File: src/rtl/uart_mmio_transceiver_pkg.sv
// rtl/uart_mmio_transceiver_pkg.sv - shared constants and state encoding for the MMIO UART
// Purpose: MMIO addresses of the UART registers and the 2-bit state encoding
//          used by both the TX serializer and the RX deserializer.
// Ports:   none (package)
package uart_mmio_transceiver_pkg;

   localparam logic [31:0] UART_DATA_ADDR = 32'h1000_0000;
   localparam logic [31:0] UART_STAT_ADDR = 32'h1000_0004;

   typedef enum logic [1:0] {
      UART_IDLE  = 2'd0,
      UART_START = 2'd1,
      UART_DATA  = 2'd2,
      UART_STOP  = 2'd3
   } uart_state_t;

endpackage

File: src/rtl/uart_tx_serializer.sv
// rtl/uart_tx_serializer.sv - 8N1 frame serializer with its own baud counter
// Purpose: shifts one byte out LSB first framed by a start (0) and stop (1) bit.
// Ports:   clk, rst      - clock, synchronous active-high reset
//          data, we      - byte and 1-cycle write strobe (ignored while busy)
//          busy          - high from the accepting edge to the end of the stop bit
//          txd           - serial line, idle high
module uart_tx_serializer
   import uart_mmio_transceiver_pkg::*;
#(
   parameter int CLKS_PER_BIT = 868
) (
   input  logic       clk,
   input  logic       rst,
   input  logic [7:0] data,
   input  logic       we,
   output logic       busy,
   output logic       txd
);

   localparam int CW = $clog2(CLKS_PER_BIT);
   localparam logic [CW-1:0] RELOAD = CW'(CLKS_PER_BIT - 1);

   uart_state_t   state_q, state_d;
   logic [CW-1:0] cnt_q, cnt_d;
   logic [7:0]    shreg_q, shreg_d;
   logic [2:0]    idx_q, idx_d;
   logic          txd_q, txd_d;
   logic          busy_q, busy_d;
   logic          start_frame;

   // A write is taken in IDLE or on the last cycle of a stop bit, so a
   // strobe arriving exactly as the frame ends chains with no idle gap.
   assign start_frame = we && ((state_q == UART_IDLE) ||
                               (state_q == UART_STOP && cnt_q == '0));

   always_comb begin
      state_d = state_q;
      cnt_d   = cnt_q;
      shreg_d = shreg_q;
      idx_d   = idx_q;
      txd_d   = txd_q;
      busy_d  = busy_q;
      case (state_q)
         UART_IDLE: begin
            txd_d  = 1'b1;
            busy_d = 1'b0;
         end
         UART_START: begin
            if (cnt_q == '0) begin
               cnt_d   = RELOAD;
               state_d = UART_DATA;
               idx_d   = 3'd0;
               txd_d   = shreg_q[0];
               shreg_d = {1'b0, shreg_q[7:1]};
            end else begin
               cnt_d = cnt_q - 1'b1;
            end
         end
         UART_DATA: begin
            if (cnt_q == '0) begin
               cnt_d = RELOAD;
               if (idx_q == 3'd7) begin
                  state_d = UART_STOP;
                  txd_d   = 1'b1;
               end else begin
                  idx_d   = idx_q + 1'b1;
                  txd_d   = shreg_q[0];
                  shreg_d = {1'b0, shreg_q[7:1]};
               end
            end else begin
               cnt_d = cnt_q - 1'b1;
            end
         end
         UART_STOP: begin
            if (cnt_q == '0) begin
               state_d = UART_IDLE;
               busy_d  = 1'b0;
            end else begin
               cnt_d = cnt_q - 1'b1;
            end
         end
         default: state_d = UART_IDLE;
      endcase
      if (start_frame) begin
         state_d = UART_START;
         cnt_d   = RELOAD;
         shreg_d = data;
         txd_d   = 1'b0;
         busy_d  = 1'b1;
      end
   end

   always_ff @(posedge clk) begin
      if (rst) begin
         state_q <= UART_IDLE;
         cnt_q   <= '0;
         shreg_q <= '0;
         idx_q   <= '0;
         txd_q   <= 1'b1;
         busy_q  <= 1'b0;
      end else begin
         state_q <= state_d;
         cnt_q   <= cnt_d;
         shreg_q <= shreg_d;
         idx_q   <= idx_d;
         txd_q   <= txd_d;
         busy_q  <= busy_d;
      end
   end

   assign busy = busy_q;
   assign txd  = txd_q;

endmodule

File: src/rtl/uart_mmio_transceiver.sv
// rtl/uart_mmio_transceiver.sv - CPU-facing 8N1 UART with a one-byte RX holding register
// Purpose: TX via uart_tx_serializer; RX synchronizer, deserializer FSM and
//          holding register with overrun/frame-error reporting.
// Ports:   clk, rst                     - clock, synchronous active-high reset
//          tx_data, tx_we, tx_busy      - transmit byte, write strobe, frame in flight
//          rx_data, rx_valid, rx_re     - holding register, unread flag, pop strobe
//          rx_overrun, rx_frame_err     - sticky dropped-byte flag, bad-stop pulse
//          uart_txd, uart_rxd           - serial out (idle high), async serial in
module uart_mmio_transceiver
   import uart_mmio_transceiver_pkg::*;
#(
   parameter int CLKS_PER_BIT = 868,
   parameter int SYNC_STAGES  = 2
) (
   input  logic       clk,
   input  logic       rst,
   input  logic [7:0] tx_data,
   input  logic       tx_we,
   output logic       tx_busy,
   output logic [7:0] rx_data,
   output logic       rx_valid,
   input  logic       rx_re,
   output logic       rx_overrun,
   output logic       rx_frame_err,
   output logic       uart_txd,
   input  logic       uart_rxd
);

   localparam int CW = $clog2(CLKS_PER_BIT);
   localparam logic [CW-1:0] RELOAD = CW'(CLKS_PER_BIT - 1);
   localparam logic [CW-1:0] HALF   = CW'(CLKS_PER_BIT / 2 - 1);

   uart_tx_serializer #(.CLKS_PER_BIT(CLKS_PER_BIT)) u_tx (
      .clk  (clk),
      .rst  (rst),
      .data (tx_data),
      .we   (tx_we),
      .busy (tx_busy),
      .txd  (uart_txd)
   );

   logic [SYNC_STAGES-1:0] sync_q;
   logic                   line;
   logic                   prev_q;

   uart_state_t   rx_state_q, rx_state_d;
   logic [CW-1:0] rx_cnt_q, rx_cnt_d;
   logic [7:0]    rx_shreg_q, rx_shreg_d;
   logic [2:0]    rx_idx_q, rx_idx_d;
   logic          stop_ok, stop_bad;
   logic          drop;

   assign line = sync_q[SYNC_STAGES-1];

   always_comb begin
      rx_state_d = rx_state_q;
      rx_cnt_d   = rx_cnt_q;
      rx_shreg_d = rx_shreg_q;
      rx_idx_d   = rx_idx_q;
      stop_ok    = 1'b0;
      stop_bad   = 1'b0;
      case (rx_state_q)
         UART_IDLE: begin
            // Only a 1->0 transition starts a frame, so after a frame error
            // the line must return high before the next frame is accepted.
            if (prev_q && !line) begin
               rx_cnt_d   = HALF;
               rx_state_d = UART_START;
            end
         end
         UART_START: begin
            if (rx_cnt_q == '0) begin
               if (line) begin
                  rx_state_d = UART_IDLE;
               end else begin
                  rx_cnt_d   = RELOAD;
                  rx_idx_d   = 3'd0;
                  rx_state_d = UART_DATA;
               end
            end else begin
               rx_cnt_d = rx_cnt_q - 1'b1;
            end
         end
         UART_DATA: begin
            if (rx_cnt_q == '0) begin
               rx_cnt_d   = RELOAD;
               rx_shreg_d = {line, rx_shreg_q[7:1]};
               if (rx_idx_q == 3'd7) rx_state_d = UART_STOP;
               else                  rx_idx_d   = rx_idx_q + 1'b1;
            end else begin
               rx_cnt_d = rx_cnt_q - 1'b1;
            end
         end
         UART_STOP: begin
            // Leave at the stop midpoint rather than the end of the bit so a
            // following frame with a short stop bit is still caught.
            if (rx_cnt_q == '0) begin
               rx_state_d = UART_IDLE;
               stop_ok    = line;
               stop_bad   = !line;
            end else begin
               rx_cnt_d = rx_cnt_q - 1'b1;
            end
         end
         default: rx_state_d = UART_IDLE;
      endcase
   end

   // A pop in the same cycle as a load frees the register, so no overrun.
   assign drop = stop_ok && rx_valid && !rx_re;

   always_ff @(posedge clk) begin
      if (rst) begin
         sync_q       <= '1;
         prev_q       <= 1'b1;
         rx_state_q   <= UART_IDLE;
         rx_cnt_q     <= '0;
         rx_shreg_q   <= '0;
         rx_idx_q     <= '0;
         rx_data      <= '0;
         rx_valid     <= 1'b0;
         rx_overrun   <= 1'b0;
         rx_frame_err <= 1'b0;
      end else begin
         sync_q       <= {sync_q[SYNC_STAGES-2:0], uart_rxd};
         prev_q       <= line;
         rx_state_q   <= rx_state_d;
         rx_cnt_q     <= rx_cnt_d;
         rx_shreg_q   <= rx_shreg_d;
         rx_idx_q     <= rx_idx_d;
         rx_frame_err <= stop_bad;
         if (drop)                    rx_overrun <= 1'b1;
         else if (rx_re && rx_valid)  rx_overrun <= 1'b0;
         if (stop_ok && !drop) begin
            rx_data  <= rx_shreg_q;
            rx_valid <= 1'b1;
         end else if (rx_re) begin
            rx_valid <= 1'b0;
         end
      end
   end

endmodule

File: config.mk
export PLATFORM = sky130hd
export DESIGN_NAME = uart_mmio_transceiver
export DESIGN_NICKNAME = d
export VERILOG_FILES = /design/src/rtl/uart_mmio_transceiver_pkg.sv /design/src/rtl/uart_tx_serializer.sv /design/src/rtl/uart_mmio_transceiver.sv
export SDC_FILE = /design/constraint.sdc
export NUM_CORES = 1
export LEC_CHECK = 0
export ABC_AREA = 0
export BUFFER_PORTS_ARGS = -buffer_cell sky130_fd_sc_hd__buf_2
export CORE_ASPECT_RATIO = 1.1
export CORE_MARGIN = 1.5
export CORE_UTILIZATION = 54
export CTS_CLUSTER_SIZE = 25
export DETAILED_ROUTE_END_ITERATION = 8
export PLACE_DENSITY = 0.76
export SLEW_MARGIN = 20
export SYNTH_ARGS = -nofsm -noshare
export SYNTH_HDL_FRONTEND = slang
export SYNTH_SLANG_ARGS = --single-unit
File: constraint.sdc
create_clock -name clk -period 2.3 [get_ports clk]
set_input_delay 0.345 -clock clk [delete_from_list [all_inputs] [get_ports clk]]
set_output_delay 0.345 -clock clk [all_outputs]
set_load 0.05 [all_outputs]
==> impl_metrics.py, run 1 <==
metrics = {
    "power": {
        "combPwrFrac_pct": 39.9,
        "p_sw_share_pct": 39.0,
        "clock_power_share_pct": 23.2,
        "p_seq_share_pct": 36.9,
        "p_leak_nw": 1.51,
        "power_density_nw_per_um2": 981,
        "switching_power_mw": 1.38,
        "p_int_mw": 2.16,
        "ir_drop_uv": 611,
    },
    "synthesis": {
        "syn_nets": 393,
        "ys_top_cells_by_count": "dfxtp_1 (62), nor2_1 (40), a21oi_1 (34)",
        "synthesis.area_um2": 3130,
        "synth_top_cell_by_area": "dfxtp_1",
        "synth.distinct_cells": 63,
        "yosys-top-cells-area": "dfxtp_1 (40%), ha_1 (7.2%), a21oi_1 (5.4%)",
        "syn_inst": 362,
        "synth-seq-cells": 62,
        "yosysMostFrequentCell": "dfxtp_1",
        "yosys_warnings": 0,
        "synthArstFlopShare_pct": 0,
        "synth-edff-count": 0,
        "syn_avg_cell_area_um2": 8.65,
        "yosysSeqAreaShare_pct": 39.6,
        "synth_top_area_share_pct": 39.6,
        "ys.flop_type": "dfxtp_1",
    },
    "grt": {
        "first_global_vias": 2629,
        "grtUsageTotal_pct": 24.2,
        "grt_max_degree": 22,
        "grt_pass1_wl_mm": 11.9,
        "overflow": 0,
        "antenna_found_initial": 0,
    },
    "sta": {
        "skew_ns": 0.00847,
        "period_share_pct": 95.2,
        "drv_slew": 0,
        "hold_violations": 0,
        "tns_ns": 0,
        "min_period_ns": 2.19,
        "setup_viol": 0,
        "setup_ws_ns": 0.110,
        "slew_headroom_pct": 64.6,
        "whs_ns": 0.189,
        "tightest_slew_ns": 0.518,
        "fmax_ghz": 0.457,
        "rsz0062_at_grt": "no",
    },
    "critical_path": {
        "critPathCaptureType": "flop",
        "crit_path_start_kind": "flop",
        "r2r_start": "rx_cnt_q[0]",
        "worst-endpoint-arrival_ns": 2.48,
        "critPathKind": "flop to flop",
        "regToRegSetupSlack_ns": 0.11,
        "cp_max_fo": 5,
        "startpoint": "rx_cnt_q[0]",
        "required_ns": 2.59,
        "reg2reg_depth": 7,
    },
    "finish": {
        "drive_above_1_share_pct": 20.6,
        "syn_to_final_growth_pct": 15.3,
        "antenna_cells": 0,
        "layout.nets": 428,
        "seqCellArea_um2": 1240,
        "fin_cells": 477,
        "fin_util_pct": 65.6,
        "fillers": 464,
        "multi_input_area_um2": 1790,
    },
    "die": {
        "die_h_um": 82.9,
        "die_x_um": 75.6,
        "core_area_um2": 5500,
        "io_pins": 26,
        "rows": 28,
        "die_area_um2": 6260,
        "start_util_pct": 56.9,
    },
    "drt": {
        "highest_layer": "met4",
        "wl_met2_mm": 3.31,
        "routedWlPerCell_um": 14.6,
        "first_iter_violations": 224,
        "drc": 0,
        "wl_met3_um": 337,
        "first_pass_iters": 5,
        "finalWirelength_mm": 6.98,
        "via_count": 2850,
        "viasPerCell": 5.97,
        "ant_nets": 0,
        "met1_length_mm": 3.18,
    },
    "cts": {
        "cts_sinks": 62,
        "clock_latency_ns": 0.34,
        "htreeDepth": 3,
        "root_buffer": "clkbuf_8",
        "cts_setup_buffers": 0,
        "cts_tree": "yes",
        "cts_buffers": 9,
        "cts_buffer_depth": 2,
        "clkTransAtPathRegs_ns": 0.07,
    },
    "outcome": {
        "status": "complete, no violations",
    },
    "place": {
        "dp.cells": 461,
        "hpwl_mm": 4.85,
        "portBuffers": 25,
        "post-place-ws_ns": 0.0510,
        "place.gp.congestion": 0.889,
    },
    "run": {
        "cap_viol_max_count": 0,
    },
    "worst_hold_path": {
        "hp-class": "input port to flop",
        "whs_path_depth": 2,
    },
}
-- layer usage --
layer / vias up / track usage [%]
met3: 14 / 4.49
li1: 1405 / -
met4: 0 / 11.5
met1: 1334 / 31.6
met5: - / 0
met2: 97 / 37.7
-- per-stage QoR --
stage | area (µm²) | power [mW]
after floorplan | 3130 | 2.29
after global routing | 3610 | 3.76
after global placement | 3390 | 2.61
final | 3610 | 3.54
after detailed placement | 3390 | 2.63
after CTS | 3550 | 3.46
-- flip-flops by register name, summed over array words and instances (netlist names), named ones only --
signal,cells
u_tx.busy,1
rx_state_q,1
rx_cnt_q,10
rx_frame_err,1
u_tx.idx_q,3
u_tx.shreg_q,8
rx_data,8
sync_q,2
rx_idx_q,3
prev_q,1
rx_valid,1
rx_shreg_q,8
u_tx.txd,1
rx_overrun,1
u_tx.cnt_q,10
u_tx.state_q,2
-- how the worst min path moves through the flow --
stage                          from   endpoint  slack [ns]
after floorplan           sync_q[0]  sync_q[1]        0.39
after global placement    sync_q[0]  sync_q[1]        0.39
after detailed placement  sync_q[0]  sync_q[1]        0.39
after CTS                  uart_rxd  sync_q[0]        0.18
after global routing       uart_rxd  sync_q[0]        0.18
final                      uart_rxd  sync_q[0]        0.19
-- area by class of cell --
| cell class | instances | area share [%] |
|---|---|---|
| well taps | 75 | 2.60 |
| multi-input cells | 266 | 49.6 |
| inverters | 15 | 1.56 |
| flip-flops and latches | 62 | 34.4 |
| repair buffers | 43 | 7.21 |
| clock buffers | 10 | 3.54 |
| clock inverters | 6 | 1.07 |
-- cells by family (layout without fill, tap and decap cells) --
| group | count (synthesis) | after routing | share of synthesized area, % |
|---|---|---|---|
| and+or+nand+nor | 127 | 127 | 20.7 |
| AOI/OAI and AO/OA | 103 | 103 | 21.9 |
| DFF | 62 | 62 | 39.6 |
| buffers and inverters | 34 | 74 | 4.88 |
| adders and majority gates | 18 | 18 | 7.19 |
| muxes | 17 | 17 | 5.48 |
| xor gates and xnor gates | 1 | 1 | 0.280 |
-- power groups by stage --
stage | Clock (mW) | Combinational (mW) | Sequential [mW]
after global routing | 0.878 | 1.56 | 1.32
after floorplan | 0 | 0.957 | 1.33
after detailed placement | 0 | 1.31 | 1.32
after global placement | 0 | 1.29 | 1.32
final | 0.823 | 1.41 | 1.31
after CTS | 0.840 | 1.32 | 1.30
-- worst max-delay path: stages (launching register included) --
cell      delay, ns
dfxtp_1        0.33
inv_1          0.09
ha_2           0.21
or4b_4         0.52
nor4_2         0.35
o211ai_1       0.18
nor4b_1        0.32
a31o_2         0.15
-- timing repair --
item | CTS | global route
hold buffers | 0 | 0
endpoints found under the setup margin | 0 | 31
gates resized for setup | 0 | 12
-- cell usage in the layout, fill, tap and decap left out, drive strengths merged, types with 2 or more instances in the layout --
cell type,n
a211oi,13
or3,3
nand4,2
a311oi,2
dfxtp,62
buf,43
nand2b,3
o31ai,2
a22o,2
o21ai,19
a2111oi,2
a31oi,3
clkinv,4
a31o,2
or4,3
nand3,16
o211ai,3
nor4,5
a21o,2
nand2,25
or2,6
clkbuf,10
a32oi,2
a41oi,2
nor4b,2
nor2b,3
inv,15
nor3,13
or4b,2
a21oi,34
clkinvlp,2
mux2i,16
nor2,40
a22oi,2
ha,18
Note: power is estimated with default switching activity, not from simulation.
==> run 2, diff against run 1 <==
--- a/config.mk
+++ b/config.mk
@@ -6,10 +6,11 @@
 export NUM_CORES = 1
 export LEC_CHECK = 0
 export ABC_AREA = 0
-export BUFFER_PORTS_ARGS = -buffer_cell sky130_fd_sc_hd__buf_2
+export BUFFER_PORTS_ARGS = -buffer_cell sky130_fd_sc_hd__buf_4
 export CORE_ASPECT_RATIO = 1.1
 export CORE_MARGIN = 1.5
 export CORE_UTILIZATION = 54
+export CTS_CLUSTER_DIAMETER = 200
 export CTS_CLUSTER_SIZE = 25
 export DETAILED_ROUTE_END_ITERATION = 8
 export PLACE_DENSITY = 0.76
==> run 2 against run 1 <==
Against the previous run:
- die area unchanged
- clock skew decreased by 0.0011 ns
- total power increased by 5.2%
- clock-buffer cell count decreased by 1
- sequential share of layout area decreased by 1.1 points
- sequential power about the same
- register-to-register slack about the same
- cell count increased by 0.42%
- flip-flop and latch count unchanged
- final area increased by 3.3%
- hold slack about the same
- critical path type unchanged
- largest cell class unchanged
- highest routed layer unchanged
==> impl_metrics.py, run 2 (synthesis gave the netlist of run 1 again) <==
metrics = {
    "sta": {
        "slew_headroom_pct": 67.0,
        "min_period_ns": 2.20,
        "period_share_pct": 95.7,
        "hold_violations": 0,
        "drv_slew": 0,
        "setup_ws_ns": 0.0999,
        "whs_ns": 0.189,
        "setup_viol": 0,
        "fmax_ghz": 0.455,
        "tightest_slew_ns": 0.483,
        "tns_ns": 0,
        "skew_ns": 0.00737,
    },
    "power": {
        "p_leak_nw": 1.54,
        "power_density_nw_per_um2": 999,
        "p_seq_share_pct": 35.1,
        "p_sw_share_pct": 37.5,
        "p_int_mw": 2.33,
        "clock_power_share_pct": 25.6,
        "switching_power_mw": 1.40,
        "ir_drop_uv": 716,
        "combPwrFrac_pct": 39.2,
        "total_power_mw": 3.72,
    },
    "worst_hold_path": {
        "worstHoldStart": "uart_rxd",
        "hp-class": "input port to flop",
    },
    "critical_path": {
        "required_ns": 2.56,
        "startpoint": "u_tx.cnt_q[0]",
        "r2r_start": "u_tx.cnt_q[0]",
        "r2r-end": "u_tx.shreg_q[6]",
        "cp_max_fo": 12,
        "critPathCaptureType": "flop",
        "endpoint": "u_tx.shreg_q[6]",
        "worst-endpoint-arrival_ns": 2.46,
        "critPathKind": "flop to flop",
        "regToRegSetupSlack_ns": 0.1,
        "crit_path_start_kind": "flop",
        "reg2reg_depth": 8,
    },
    "die": {
        "die_area_um2": 6260,
        "die_x_um": 75.6,
        "rows": 28,
        "io_pins": 26,
        "core_area_um2": 5500,
        "start_util_pct": 56.9,
        "die_h_um": 82.9,
    },
    "grt": {
        "grt_pass1_wl_mm": 11.7,
        "use_met1_pct": 31.4,
        "busiest_layer": "met2",
        "grtUsageMet2_pct": 35.8,
        "first_global_vias": 2616,
        "antenna_found_initial": 0,
        "overflow": 0,
        "met3_usage_pct": 4.73,
        "grtUsageTotal_pct": 23.7,
        "grt_max_degree": 31,
    },
    "run": {
        "cap_viol_max_count": 0,
    },
    "finish": {
        "drive_above_1_share_pct": 21.5,
        "layout.nets": 430,
        "fin_cells": 479,
        "fin_util_pct": 67.7,
        "syn_to_final_growth_pct": 19.0,
        "antenna_cells": 0,
        "final_cell_mix": "dfxtp_1 (62), buf_4 (45), nor2_1 (40)",
        "final_common_cell": "dfxtp_1",
        "largest_registers": "rx_cnt_q x10, u_tx.cnt_q x10",
        "design_area_um2": 3730,
    },
    "cts": {
        "root_buffer": "clkbuf_8",
        "htreeDepth": 3,
        "cts_buffers": 9,
        "cts_hold_buf": 0,
        "cts_buffer_depth": 2,
        "cts_sinks": 62,
        "clkTransAtPathRegs_ns": 0.07,
        "cts_tree": "yes",
        "clock_latency_ns": 0.34,
    },
    "drt": {
        "first_iter_violations": 182,
        "first_pass_iters": 5,
        "via_count": 2824,
        "viasPerCell": 5.90,
        "drc": 0,
        "finalWirelength_mm": 6.93,
        "routedWlPerCell_um": 14.5,
        "ant_nets": 0,
    },
    "place": {
        "dpl_cell_area_um2": 3450,
        "portBuffers": 25,
        "post-place-ws_ns": 0.0361,
        "hpwl_mm": 4.72,
        "dp.cells": 461,
        "place.gp.congestion": 0.875,
    },
    "outcome": {
        "status": "complete, no violations",
    },
}
## run 2: cell count changes in the layout (fill, tap and decap cells not counted), sizes merged
| cell | delta |
|---|---|
| inv | +1 |
| clkinv | -1 |
| buf | +2 |
| bufinv | +1 |
| clkbuf | -1 |
## run 2: power groups by stage
stage	sequential, mW	clock, mW	combinational (mW)
2_1_floorplan	1.33	0	0.957
3_3_place_gp	1.32	0	1.31
3_5_place_dp	1.32	0	1.33
4_1_cts	1.30	0.967	1.35
5_1_grt	1.33	1.03	1.60
6_report	1.31	0.955	1.46
## run 2: how the worst min path moves through the flow
| stage | depth (start not counted) | slack (ns) | to |
|---|---|---|---|
| floorplan | 1 | 0.39 | sync_q[1] |
| global placement | 1 | 0.39 | sync_q[1] |
| detailed placement | 1 | 0.39 | sync_q[1] |
| CTS | 2 | 0.18 | sync_q[0] |
| global route | 2 | 0.19 | sync_q[0] |
| finish | 2 | 0.19 | sync_q[0] |
## run 2: cell type report
class                           instances  area, µm²
Clock buffer                            9        124
Timing Repair Buffer                   45        338
Fill cell                             453       1770
Sequential cell                        62       1240
Clock inverter                          7       72.6
Multi-Input combinational cell        266       1800
Inverter                               15       56.3
Tap cell                               75       93.8
## run 2: routing by layer
layer / part of all wire, % / wire length, µm / vias up
li1: - / - / 1409
met1: 45 / 3100 / 1297
met2: 48 / 3300 / 100
met3: 5.3 / 368 / 18
met4: 2.3 / 157 / 0
met5: 0 / 0 / -
## run 2: repair_timing
action,CTS,global route
endpoints found under the setup margin,0,39
gates resized for setup,0,13
buffers inserted,0,2
## run 2: worst max-delay path, cell delays in order, from the launching register on
cell	delay [ns]
dfxtp_1	0.34
inv_1	0.09
ha_1	0.19
or4b_4	0.51
a2111oi_2	0.34
a21oi_1	0.08
buf_4	0.20
mux2i_1	0.14
a211oi_1	0.22
==> run 3, diff against run 2 <==
--- a/config.mk
+++ b/config.mk
@@ -6,14 +6,14 @@
 export NUM_CORES = 1
 export LEC_CHECK = 0
 export ABC_AREA = 0
-export BUFFER_PORTS_ARGS = -buffer_cell sky130_fd_sc_hd__buf_4
+export BUFFER_PORTS_ARGS = -buffer_cell sky130_fd_sc_hd__clkbuf_2
 export CORE_ASPECT_RATIO = 1.1
 export CORE_MARGIN = 1.5
 export CORE_UTILIZATION = 54
 export CTS_CLUSTER_DIAMETER = 200
 export CTS_CLUSTER_SIZE = 25
 export DETAILED_ROUTE_END_ITERATION = 8
-export PLACE_DENSITY = 0.76
+export PLACE_DENSITY = 0.85
 export SLEW_MARGIN = 20
 export SYNTH_ARGS = -nofsm -noshare
 export SYNTH_HDL_FRONTEND = slang
==> run 3 against run 2 <==
Against the previous run:
- register-to-register slack got worse by 0.04 ns
- clock power fell by 0.5%
- critical path depth did not move
- combinational power barely moved
- flip-flop and latch count did not move
- sequential share of layout area rose by 0.67 points
- hold slack got worse by 0.011 ns
==> impl_metrics.py, run 3 (synthesis gave the netlist of run 1 again) <==
metrics = {
    "outcome": {
        "status": "complete, no violations",
    },
    "die": {
        "core_area_um2": 5500,
        "rows": 28,
        "die_x_um": 75.6,
        "start_util_pct": 56.9,
        "io_pins": 26,
        "die_area_um2": 6260,
        "die_h_um": 82.9,
    },
    "power": {
        "total_power_mw": 3.69,
        "power_density_nw_per_um2": 1010,
        "p_leak_nw": 1.53,
        "ir_drop_uv": 779,
    },
    "sta": {
        "min_period_ns": 2.24,
        "whs_ns": 0.178,
        "period_share_pct": 97.6,
        "tightest_slew_ns": 0.527,
        "setup_ws_ns": 0.0551,
        "setup_viol": 0,
        "slew_headroom_pct": 64.0,
        "fmax_ghz": 0.445,
        "tns_ns": 0,
        "hold_violations": 0,
        "rsz0062_at_grt": "yes",
        "drv_slew": 0,
        "skew_ns": 0.00722,
    },
    "cts": {
        "cts_buffer_depth": 2,
        "htreeDepth": 3,
        "root_buffer": "clkbuf_8",
        "clkTransAtPathRegs_ns": 0.07,
        "cts_tree": "yes",
        "cts_buffers": 9,
        "clock_latency_ns": 0.35,
        "cts_sinks": 62,
        "cts_hold_buf": 0,
    },
    "place": {
        "place.gp.congestion": 0.923,
        "portBuffers": 25,
        "post-place-ws_ns": 0.0558,
        "dpl_cell_area_um2": 3400,
        "dp.cells": 463,
        "hpwl_mm": 4.99,
    },
    "critical_path": {
        "critPathKind": "flop to flop",
        "cp_max_fo": 10,
        "required_ns": 2.58,
        "critPathCaptureType": "flop",
        "crit_path_start_kind": "flop",
        "worst-endpoint-arrival_ns": 2.52,
    },
    "grt": {
        "grt_pass1_wl_mm": 12.1,
        "overflow": 0,
        "first_global_vias": 2698,
        "grtUsageTotal_pct": 24.6,
        "antenna_found_initial": 0,
        "grt_max_degree": 26,
    },
    "finish": {
        "fillers": 460,
        "fin_cells": 480,
        "drive_above_1_share_pct": 21.0,
        "layout.nets": 431,
        "syn_to_final_growth_pct": 16.7,
        "design_area_um2": 3650,
        "final_cell_mix": "dfxtp_1 (62), nor2_1 (40), a21oi_1 (34)",
        "antenna_cells": 0,
        "largest_registers": "rx_cnt_q x10, u_tx.cnt_q x10",
        "fin_util_pct": 66.4,
        "final_common_cell": "dfxtp_1",
    },
    "drt": {
        "via_count": 2867,
        "drc": 0,
        "first_pass_iters": 5,
        "ant_nets": 0,
        "viasPerCell": 5.97,
        "finalWirelength_mm": 7.24,
        "routedWlPerCell_um": 15.1,
        "first_iter_violations": 233,
    },
    "worst_hold_path": {
        "hp-class": "input port to flop",
    },
    "run": {
        "cap_viol_max_count": 0,
    },
}
## run 3: cell types whose count changed in the layout (fill, tap and decap cells not counted), sizes merged
cell	before	now
buf	45	21
clkinvlp	2	1
clkbuf	9	35
## run 3: worst max-delay path, stage by stage (launching register included)
cell and delay, ns:
dfxtp_1 0.35, inv_1 0.10, ha_1 0.15, or4b_4 0.49, nor3_2 0.23, buf_6 0.17, nor2_1 0.07, or4_1 0.48
a21oi_1 0.14
## run 3: per-layer routing
metal | track usage (%) | part of all wire (%) | vias up
met5 | 0 | 0 | -
met4 | 10.7 | 2.1 | 0
li1 | - | - | 1406
met2 | 38.8 | 50 | 82
met3 | 6.19 | 4.0 | 16
met1 | 31.2 | 44 | 1363
## run 3: worst paths after layout
check | startpoint | to | slack (ns) | depth (start not counted)
setup / recovery | u_tx.cnt_q[0] | u_tx.state_q[1] | 0.06 | 8
hold / removal | uart_rxd | sync_q[0] | 0.18 | 2
setup reg to reg | u_tx.cnt_q[0] | u_tx.state_q[1] | 0.06 | 8
hold reg to reg | sync_q[0] | sync_q[1] | 0.41 | 1
## run 3: timing repair
action                     in CTS  in global routing
buffers inserted                0                  1
resized for setup               0                 11
setup endpoints to repair       0                 38
## run 3: power breakdown
group          switching, mW  internal (mW)  total, mW
logic                  0.840          0.603       1.44
clock network          0.451          0.498      0.950
registers              0.102           1.20       1.30
## run 3: final cells by class
cell class,count,area [µm²],area share [%]
Multi-Input combinational cell,266,1790,48.9
Sequential cell,62,1240,34.0
Timing Repair Buffer,46,287,7.85
Clock buffer,10,128,3.49
Tap cell,75,93.8,2.57
Clock inverter,6,61.3,1.68
Inverter,15,56.3,1.54
